==> config.mk <==
export PLATFORM = sky130hd
export DESIGN_NAME = rvm_mem_arbiter
export DESIGN_NICKNAME = d
export VERILOG_FILES = /design/src/rtl/rvm_mem_arbiter.sv
export SDC_FILE = /design/constraint.sdc
export NUM_CORES = 1
export LEC_CHECK = 0
export ABC_AREA = 0
export CAP_MARGIN = 10
export CORE_UTILIZATION = 44
export DETAILED_ROUTE_END_ITERATION = 8
export PLACE_DENSITY = 0.95
export SLEW_MARGIN = 25
export SYNTH_ARGS = -nofsm -noshare
export SYNTH_HDL_FRONTEND = slang
export SYNTH_SLANG_ARGS = --single-unit
==> constraint.sdc <==
create_clock -name clk -period 6 [get_ports clk]
set_clock_uncertainty 0.05 [all_clocks]
set_input_delay 1.2 -clock clk [delete_from_list [all_inputs] [get_ports clk]]
set_output_delay 1.2 -clock clk [all_outputs]
set_load 0.05 [all_outputs]
==> src/rtl/rvm_mem_arbiter.sv <==
`timescale 1ns/1ps
// rvm_mem_arbiter: round-robin arbiter sharing one SRAM bus between the
// instruction-fetch port (0) and the load/store port (1), with a stall watchdog.
module rvm_mem_arbiter #(
  parameter logic [15:0] STALL_LIMIT = 16'd255
) (
  input  logic        clk,
  input  logic        reset,
  input  logic        p0_req,
  input  logic [31:0] p0_addr,
  input  logic [31:0] p0_wdata,
  input  logic [3:0]  p0_b_en,
  input  logic        p0_w_en,
  output logic [31:0] p0_rdata,
  output logic        p0_ack,
  output logic        p0_error,
  input  logic        p1_req,
  input  logic [31:0] p1_addr,
  input  logic [31:0] p1_wdata,
  input  logic [3:0]  p1_b_en,
  input  logic        p1_w_en,
  output logic [31:0] p1_rdata,
  output logic        p1_ack,
  output logic        p1_error,
  output logic [31:0] mem_addr,
  output logic [31:0] mem_wdata,
  output logic [3:0]  mem_b_en,
  output logic        mem_w_en,
  output logic        mem_c_en,
  input  logic [31:0] mem_rdata,
  input  logic        mem_stall,
  input  logic        mem_error
);

  typedef enum logic {IDLE = 1'b0, BUSY = 1'b1} state_t;

  state_t      state, state_nxt;
  logic        own, own_nxt;
  logic        pri, pri_nxt;
  logic [15:0] stall_cnt, stall_cnt_nxt;

  logic [31:0] mem_addr_nxt, mem_wdata_nxt;
  logic [3:0]  mem_b_en_nxt;
  logic        mem_w_en_nxt, mem_c_en_nxt;
  logic [31:0] p0_rdata_nxt, p1_rdata_nxt;
  logic        p0_ack_nxt, p1_ack_nxt;
  logic        p0_error_nxt, p1_error_nxt;

  logic        elig0, elig1, winner, done;
  logic [31:0] done_rdata;
  logic        done_error;

  // True on the stalled cycle that reaches the limit; a limit of 0 never fires.
  function automatic logic watchdog_fire(input logic [15:0] cnt);
    return (STALL_LIMIT != 16'd0) &&
           (({1'b0, cnt} + 17'd1) == {1'b0, STALL_LIMIT});
  endfunction

  // A port is masked in its own ack cycle so a still-held request is not regranted.
  assign elig0  = p0_req & ~p0_ack;
  assign elig1  = p1_req & ~p1_ack;
  assign winner = (elig0 & elig1) ? pri : elig1;

  assign done       = (state == BUSY) & (~mem_stall | watchdog_fire(stall_cnt));
  assign done_rdata = mem_stall ? 32'h0 : mem_rdata;
  assign done_error = mem_stall | mem_error;

  always_comb begin
    state_nxt     = state;
    own_nxt       = own;
    pri_nxt       = pri;
    stall_cnt_nxt = stall_cnt;
    mem_addr_nxt  = mem_addr;
    mem_wdata_nxt = mem_wdata;
    mem_b_en_nxt  = mem_b_en;
    mem_w_en_nxt  = mem_w_en;
    mem_c_en_nxt  = mem_c_en;
    p0_rdata_nxt  = p0_rdata;
    p1_rdata_nxt  = p1_rdata;
    p0_error_nxt  = p0_error;
    p1_error_nxt  = p1_error;
    p0_ack_nxt    = 1'b0;
    p1_ack_nxt    = 1'b0;

    case (state)
      IDLE: begin
        if (elig0 | elig1) begin
          state_nxt     = BUSY;
          own_nxt       = winner;
          stall_cnt_nxt = 16'd0;
          mem_c_en_nxt  = 1'b1;
          mem_addr_nxt  = winner ? p1_addr  : p0_addr;
          mem_wdata_nxt = winner ? p1_wdata : p0_wdata;
          mem_b_en_nxt  = winner ? p1_b_en  : p0_b_en;
          mem_w_en_nxt  = winner ? p1_w_en  : p0_w_en;
        end
      end
      BUSY: begin
        if (done) begin
          state_nxt     = IDLE;
          pri_nxt       = ~own;
          mem_c_en_nxt  = 1'b0;
          mem_addr_nxt  = 32'h0;
          mem_wdata_nxt = 32'h0;
          mem_b_en_nxt  = 4'h0;
          mem_w_en_nxt  = 1'b0;
          if (own) begin
            p1_ack_nxt   = 1'b1;
            p1_rdata_nxt = done_rdata;
            p1_error_nxt = done_error;
          end else begin
            p0_ack_nxt   = 1'b1;
            p0_rdata_nxt = done_rdata;
            p0_error_nxt = done_error;
          end
        end else if (stall_cnt != 16'hFFFF) begin
          // Saturates only when the watchdog is disabled.
          stall_cnt_nxt = stall_cnt + 16'd1;
        end
      end
      default: state_nxt = IDLE;
    endcase
  end

  always_ff @(posedge clk) begin
    if (reset) begin
      state     <= IDLE;
      own       <= 1'b0;
      pri       <= 1'b0;
      stall_cnt <= 16'd0;
      mem_addr  <= 32'h0;
      mem_wdata <= 32'h0;
      mem_b_en  <= 4'h0;
      mem_w_en  <= 1'b0;
      mem_c_en  <= 1'b0;
      p0_rdata  <= 32'h0;
      p1_rdata  <= 32'h0;
      p0_ack    <= 1'b0;
      p1_ack    <= 1'b0;
      p0_error  <= 1'b0;
      p1_error  <= 1'b0;
    end else begin
      state     <= state_nxt;
      own       <= own_nxt;
      pri       <= pri_nxt;
      stall_cnt <= stall_cnt_nxt;
      mem_addr  <= mem_addr_nxt;
      mem_wdata <= mem_wdata_nxt;
      mem_b_en  <= mem_b_en_nxt;
      mem_w_en  <= mem_w_en_nxt;
      mem_c_en  <= mem_c_en_nxt;
      p0_rdata  <= p0_rdata_nxt;
      p1_rdata  <= p1_rdata_nxt;
      p0_ack    <= p0_ack_nxt;
      p1_ack    <= p1_ack_nxt;
      p0_error  <= p0_error_nxt;
      p1_error  <= p1_error_nxt;
    end
  end

endmodule

# Word-level counts from Yosys, hierarchy flattened
# Index checks and enable logic that the tools add are counted.
[totals] ff_bits=157 word_cells=71 output_inout_bits=138 in_bits=176
[classes] n_bitwise=13 n_eq_ne=6 reduce_logical=7 addsub=2 mux=28
[op_table] operator="$mux 32" count=6
[op_table] operator="$pmux 32 s2" count=2
[op_table] operator="$mux 16" count=3
[op_table] operator="$pmux 16 s2" count=1
[op_table] operator="$add 16x1->17 const B" count=1
[op_table] operator="$eq 17x8->1 const B" count=1
[op_table] operator="$add 16x1->16 const B" count=1
[op_table] operator="$ne 16x16->1 const B" count=1
[op_table] operator="$mux 4" count=3
[op_table] operator="$mux 1" count=9
[op_table] operator="$reduce_and 3->1" count=3
[op_table] operator="$pmux 4 s2" count=1
[op_table] operator="$not 1->1" count=6
[op_table] operator="$pmux 1 s2" count=3
[op_table] operator="$reduce_and 2->1" count=3
[op_table] operator="$and 1x1->1" count=4
[op_table] operator="$ne 2x1->1 const B" count=2
[op_table] operator="$ne 2x2->1 const B" count=2
[op_table] operator="$or 1x1->1" count=3
[op_table] operator="$reduce_or 3->1" count=1

# Logic depth before layout (Yosys ltp)
# Gate-level depths: netlist of run 1.
[logic_depth] depth_word=7 depth_mapped=10 mapped_depth_nobuf=8

# Worst setup path before layout of run 1
# OpenSTA, ideal clock, no wires.
[synth_timing] path_type="reg2reg" from="register stall_cnt[1]" to="register p1_rdata[29]" setup_ns=0.117 path_stages_with_launch=10 arrival_ns=2.526 n_path_buf=1 required_ns=5.833 setup_slack_ns=3.306 period_less_slack_ns=2.694 cell_sequence="dfxtp_1 -> ha_1 -> and3_1 -> and4_4 -> mux2_1 -> o22a_1 -> o31ai_4 -> a31oi_2 -> buf_2 -> a32o_1"
[synth_between] elab_chain_len=5
[synth_lines] item="start: declaration" line_no="40" source="logic [15:0] stall_cnt, stall_cnt_nxt;"
[synth_lines] item="start signal: assignment" line_no="146" source="stall_cnt <= stall_cnt_nxt;"
[synth_lines] item="$add 16x1->17" line_no="56" source="(({1'b0, cnt} + 17'd1) == {1'b0, STALL_LIMIT});"
[synth_lines] item="$eq 17x8->1" line_no="56"
[synth_lines] item="$or 1x1->1" line_no="64" source="assign done = (state == BUSY) & (~mem_stall | watchdog_fire(stall_cnt));"
[synth_lines] item="$and 1x1->1" line_no="64"
[synth_lines] item="$reduce_and 3->1 (no source line)"
[synth_lines] item="end signal: assignment" line_no="153" source="p1_rdata <= p1_rdata_nxt;"
[synth_lines] item="end: declaration" line_no="22" source="output logic [31:0] p1_rdata,"
# Every way passes these cells.
# A chain may end at the register's enable or synchronous reset.

# Worst setup path after layout of run 1
[layout_timing] from="register stall_cnt[1]" to="register mem_b_en[2]"
[layout_between] elab_chain_len=6
[layout_lines] item="$add 16x1->17" line_no="56"
[layout_lines] item="$eq 17x8->1" line_no="56"
[layout_lines] item="$or 1x1->1" line_no="64"
[layout_lines] item="$and 1x1->1" line_no="64"
[layout_lines] item="$ne 2x1->1 (no source line)"
[layout_lines] item="$reduce_and 2->1 (no source line)"
[layout_lines] item="end signal: assignment" line_no="149" source="mem_b_en <= mem_b_en_nxt;"
[layout_lines] item="end: declaration" line_no="27" source="output logic [3:0] mem_b_en,"
# Every way passes these cells.

==> flow_summary.ini, run 1 <==
[outcome]
status = complete, no violations

[synth]
synthesis.area_mm2 = 0.00655
synthCells = 668
yosys_warnings = 0
syn_area_per_cell_um2 = 9.80
synth_fp_nets = 846
ys_types = 46
ys_seq_area_share_pct = 48.0
ys_ff_latch = 157

[sta]
finalSetupViolations = 0
relSlewSlack_pct = 34.8
fin_tns_setup_ps = 0
worst_slack_ps = 2270
tightest_slew_ps = 976
slew_violations = 0
max_freq_mhz = 268
period_needed_ps = 3730
fin_crit_sh_pct = 62.2
rsz0062_at_grt = false
hold_viol_final = 0

[critical_path]
r2r-end = mem_b_en[2]
arrival_ps = 3950
r2r_setup_slack_ps = 2270
crit_fanout = 57
r2r-start = stall_cnt[1]
cp-endpoint = mem_b_en[2]
r2r_cells = 9
path_class = reg2reg
critPathRequiredTime_ps = 6220
crit_path_start_kind = flop
startpoint = stall_cnt[1]
cp-end-kind = flop

[floorplan]
die_area_mm2 = 0.0154
rows = 44
initial_utilization_pct = 45.1
ios = 314
die_h_um = 124
core-area_mm2 = 0.0145
die_w_um = 124

[routing]
drt_iter0_markers = 381
dr_total_vias = 6474
ant_nets = 0
post_drt_wl_per_cell_um = 19.1
firstDrtPassIters = 6
drc = 0
routed_wl_um = 22000
viasPerCell = 5.64

[clock_network]
cts_buffers = 17
root_buffer = clkbuf_16
cts_tree = yes
cts_setup_buffers = 0
clkSinkCount = 157
cts_htree_levels = 4
clk_latency_ps = 430
clk_pin_slew_ps = 70
cts.hold.buffers_added = 0
cts-resized-gates = 0
clk_path_buf_depth = 2

[final_layout]
syn2layout_area_growth_pct = 58.8
fin_nets = 1127
drive_gt1_share_pct = 5.61
layout_commonest_cell = clkdlybuf4s50_1
layout_common_cells = clkdlybuf4s50_1 (313), dfxtp_1 (157), nor2_1 (79)

[place]
hpwl_um = 15000
gp_congestion = 0.946
place_ws_ps = 2000
io_buffers = 313

[power]
peakVddDrop_mv = 0.226
leakagePower_nw = 3.85
power.total_mw = 2.96
powerDensity_mw_per_mm2 = 285

[run]
drv_cap = 0

[hold_path]
hp-class = reg2reg
hold_path_depth = 1

[global_route]
grt_overflow = 0
grt_max_degree = 73
grt_usage_pct = 27.4
grt_util_met1_pct = 31.1
gr-max-usage-layer = met2
grt_pass1_wl_um = 31800
antenna_found_initial = 2
grt_use_met3_pct = 9.62
grt_pass1_vias = 6105
grt.met2_usage_pct = 45.3
## Yosys cell counts (all sizes together)
| cell type | number | area [um2] |
|---|---|---|
| a32o | 10 | 100 |
| clkbuf | 41 | 154 |
| or2 | 1 | 6.26 |
| o32ai | 3 | 26.3 |
| a21oi | 23 | 123 |
| ha | 2 | 25.0 |
| mux2 | 1 | 11.3 |
| mux2i | 70 | 701 |
| xnor2 | 4 | 35.0 |
| nor2b | 29 | 181 |
| nand2 | 19 | 71.3 |
| nor3b | 1 | 7.51 |
| nor2 | 80 | 300 |
| or4 | 5 | 37.5 |
| and3 | 3 | 18.8 |
| nand2b | 4 | 25.0 |
| or3 | 5 | 31.3 |
| nand4b | 3 | 26.3 |
| inv | 7 | 26.3 |
| o311ai | 1 | 8.76 |
| o21a | 1 | 7.51 |
| o2111ai | 1 | 8.76 |
| and4 | 4 | 40.0 |
| o22a | 1 | 8.76 |
| nand4 | 7 | 50.1 |
| xor2 | 2 | 17.5 |
| a21o | 1 | 7.51 |
| o21ai | 3 | 15.0 |
| a22o | 54 | 473 |
| dfxtp | 157 | 3140 |
| nand3 | 11 | 55.1 |
| nor4 | 1 | 6.26 |
| buf | 19 | 95.1 |
| a31oi | 4 | 31.3 |
| o31ai | 3 | 36.3 |
| a41o | 1 | 10.0 |
| a311oi | 1 | 8.76 |
| and2 | 3 | 18.8 |
| a211oi | 71 | 533 |
| o211ai | 5 | 37.5 |
| nor3 | 6 | 30.0 |
## flip-flops by register name, indices dropped and copies added, names as in the netlist
signal / cells
p1_ack: 1
mem_w_en: 1
own: 1
p1_rdata: 32
mem_addr: 32
mem_c_en: 1
stall_cnt: 16
p0_rdata: 32
p0_error: 1
state: 1
p0_ack: 1
pri: 1
p1_error: 1
mem_b_en: 4
mem_wdata: 32
## worst min path at each step
stage                   from            end  slack [ps]
3_5_place_dp     p1_rdata[1]    p1_rdata[1]         400
6_report         p1_rdata[1]    p1_rdata[1]         420
4_1_cts          p1_rdata[1]    p1_rdata[1]         420
3_3_place_gp    p1_rdata[30]   p1_rdata[30]         400
2_1_floorplan  stall_cnt[15]  stall_cnt[15]         420
5_1_grt          p1_rdata[2]    p1_rdata[2]         440
## cell families (layout without fill, tap and decap cells)
group,Yosys count,after routing,synth area share (%)
compound gates,183,183,21.9
xor+xnor,6,6,0.802
fa+ha+maj,2,2,0.382
buf+inv,67,361,4.20
flops,157,157,48.0
mux,71,71,10.9
other cells,0,2,0
simple gates,182,182,13.8
## area by class of cell
cell class                      instances  area, um2
Tap cell                              184        230
Antenna cell                            2       5.00
Multi-Input combinational cell        444       3160
Inverter                                7       26.3
Fill cell                            1002       4130
Clock inverter                         15        196
Timing Repair Buffer                  322       3210
Sequential cell                       157       3140
Clock buffer                           17        425
## critical path: stages (launching register included)
cell and delay (ps):
dfxtp_1 420, ha_1 250, and3_1 260, and4_4 260, mux2_1 330, o22a_1 230, o31ai_4 720, a21o_4 630
buf_4 320, a211oi_1 70
## power breakdown
group	switching, mW	internal [mW]
Combinational	0.428	0.289
Sequential	0.0394	1.11
Clock	0.527	0.570
Total	0.994	1.97
## metrics by stage
step | area (um2) | util [%] | hold WS, ps | cells
final | 10400 | 71.6 | 418 | 1148
after detailed placement | 9770 | 67.2 | 404 | 1114
after global placement | 9770 | 67.2 | 398 | 1114
after floorplan | 6550 | - | 420 | 668
after CTS | 10400 | 71.5 | 420 | 1146
after global routing | 10400 | 71.6 | 439 | 1148
## metal layers
layer / up-vias / routed length (um)
li1: 3058 / -
met1: 3048 / 8510
met2: 311 / 10500
met3: 57 / 2060
met4: 0 / 899
met5: - / 0
Note: power is estimated with default switching activity, not from simulation.
==> run 2: changes to the inputs <==
--- a/config.mk
+++ b/config.mk
@@ -7,9 +7,9 @@
 export LEC_CHECK = 0
 export ABC_AREA = 0
 export CAP_MARGIN = 10
-export CORE_UTILIZATION = 44
+export CORE_UTILIZATION = 37
 export DETAILED_ROUTE_END_ITERATION = 8
-export PLACE_DENSITY = 0.95
+export PLACE_DENSITY = 0.86
 export SLEW_MARGIN = 25
 export SYNTH_ARGS = -nofsm -noshare
 export SYNTH_HDL_FRONTEND = slang
==> constraint.sdc (replaced) <==
create_clock -name clk -period 3.2 [get_ports clk]
set_clock_uncertainty 0.05 [all_clocks]
set_input_delay 0.64 -clock clk [delete_from_list [all_inputs] [get_ports clk]]
set_output_delay 0.64 -clock clk [all_outputs]
set_load 0.05 [all_outputs]
==> run 2 against run 1 <==
  * Power rose by 89%
  * Flip-flop and latch count did not move
  * Wire length fell by 0.72%
==> flow_summary.ini, run 2 (synthesis gave the netlist of run 1 again) <==
[global_route]
grt_overflow = 0
antenna_found_initial = 0
grt_usage_pct = 23.4
grt_pass1_vias = 6159
grt_pass1_wl_um = 32900
grt_max_degree = 141

[sta]
hold_viol_final = 0
finalSetupViolations = 0
period_needed_ps = 2950
fin_tns_setup_ps = 0
relSlewSlack_pct = 59.8
whs_ps = 417
tightest_slew_ps = 601
rsz0062_at_grt = false
max_freq_mhz = 339
fin_crit_sh_pct = 92.3
slew_violations = 0

[hold_path]
hp-class = reg2reg

[place]
gp_congestion = 0.844
placed_cell_area_mm2 = 0.00997
io_buffers = 313
hpwl_um = 15400

[critical_path]
r2r-end = p1_rdata[7]
crit_path_start_kind = flop
r2r-start = stall_cnt[1]
crit_fanout = 32
cp-end-kind = flop
critPathRequiredTime_ps = 3450
r2r_cells = 9
startpoint = stall_cnt[1]
r2r_setup_slack_ps = 250
arrival_ps = 3210
cp-endpoint = p1_rdata[7]
path_class = reg2reg

[routing]
viasPerCell = 5.33
post_drt_wl_per_cell_um = 18.2
firstDrtPassIters = 4
drc = 0
ant_nets = 0
routed_wl_um = 21800
dr_total_vias = 6391
drt_iter0_markers = 344

[floorplan]
die_h_um = 135
core-area_mm2 = 0.0173
rows = 48
die_area_mm2 = 0.0182
initial_utilization_pct = 37.9
die_w_um = 135
ios = 314

[power]
powerDensity_mw_per_mm2 = 529
leakagePower_nw = 3.94
p_clk_share_pct = 37.3
peakVddDrop_mv = 0.421
power.total_mw = 5.60
p_sw_share_pct = 32.7
p_comb_share_pct = 24.3
switching_power_mw = 1.83
power_frac_seq_pct = 38.4
power.internal_mw = 3.77

[clock_network]
cts_buffers = 17
cts-resized-gates = 0
cts_tree = yes
cts_setup_buffers = 0
clk_path_buf_depth = 2
cts.hold.buffers_added = 0
root_buffer = clkbuf_16
clk_pin_slew_ps = 70
clk_latency_ps = 420
cts_htree_levels = 4
clkSinkCount = 157

[final_layout]
syn2layout_area_growth_pct = 61.6
final_util_pct = 61.2
antenna_cells = 0
layout_commonest_cell = clkdlybuf4s50_1
fin_nets = 1140
drive_gt1_share_pct = 6.77
final_area_mm2 = 0.0106
layout_common_cells = clkdlybuf4s50_1 (313), dfxtp_1 (157), nor2_1 (79)

[outcome]
status = complete, no violations

[run]
drv_cap = 0
## run 2: changes by cell type in the layout (fill, tap and decap cells not counted), sizes merged
| cell | before | now |
|---|---|---|
| diode | 2 | 0 |
| bufinv | 0 | 1 |
| inv | 13 | 15 |
| clkinvlp | 0 | 1 |
| buf | 9 | 22 |
| clkinv | 9 | 5 |
## run 2: critical path, cell delays in order (launching register included)
cell     delay [ps]
dfxtp_1         430
ha_1            260
and3_1          270
and4_4          270
mux2_1          320
o22a_1          220
o31ai_4         390
a31oi_2         130
buf_4           260
a22o_1          230
## run 2: final cells by class
cell class / instances / area [um2]
fillers: 1428 / 6710
repair buffers: 335 / 3360
multi-input cells: 444 / 3160
flip-flops and latches: 157 / 3140
clock buffers: 17 / 425
well taps: 225 / 282
clock inverters: 15 / 191
inverters: 7 / 26.3
## run 2: layer usage
layer  global-route usage, %  share of wire [%]  vias up
met1                    27.1                 40     3005
met5                       0                  0        -
met3                    8.75                9.5       37
met4                    9.24                2.6        0
li1                        -                  -     3070
met2                    38.9                 48      279
## run 2: worst min path at each step
| stage | from | end | slack [ps] | cells after the start |
|---|---|---|---|---|
| global placement | p0_rdata[30] | p0_rdata[30] | 400 | 1 |
| floorplan | stall_cnt[15] | stall_cnt[15] | 420 | 2 |
| CTS | p0_rdata[0] | p0_rdata[0] | 420 | 1 |
| finish | p0_rdata[0] | p0_rdata[0] | 420 | 1 |
| global route | p0_rdata[30] | p0_rdata[30] | 430 | 1 |
| detailed placement | p0_rdata[29] | p0_rdata[29] | 400 | 1 |
## run 2: power groups by stage
stage	logic, mW	clock network [mW]	registers (mW)
2_1_floorplan	0.371	0	2.60
3_3_place_gp	1.34	0	2.19
3_5_place_dp	1.36	0	2.19
4_1_cts	1.37	2.13	2.15
5_1_grt	1.43	2.20	2.16
6_report	1.36	2.09	2.15
## run 2: metrics by stage
step	setup WS [ps]	cells
floorplan	506	668
global placement	357	1168
detailed placement	274	1168
CTS	248	1200
global route	79.8	1200
finish	247	1200
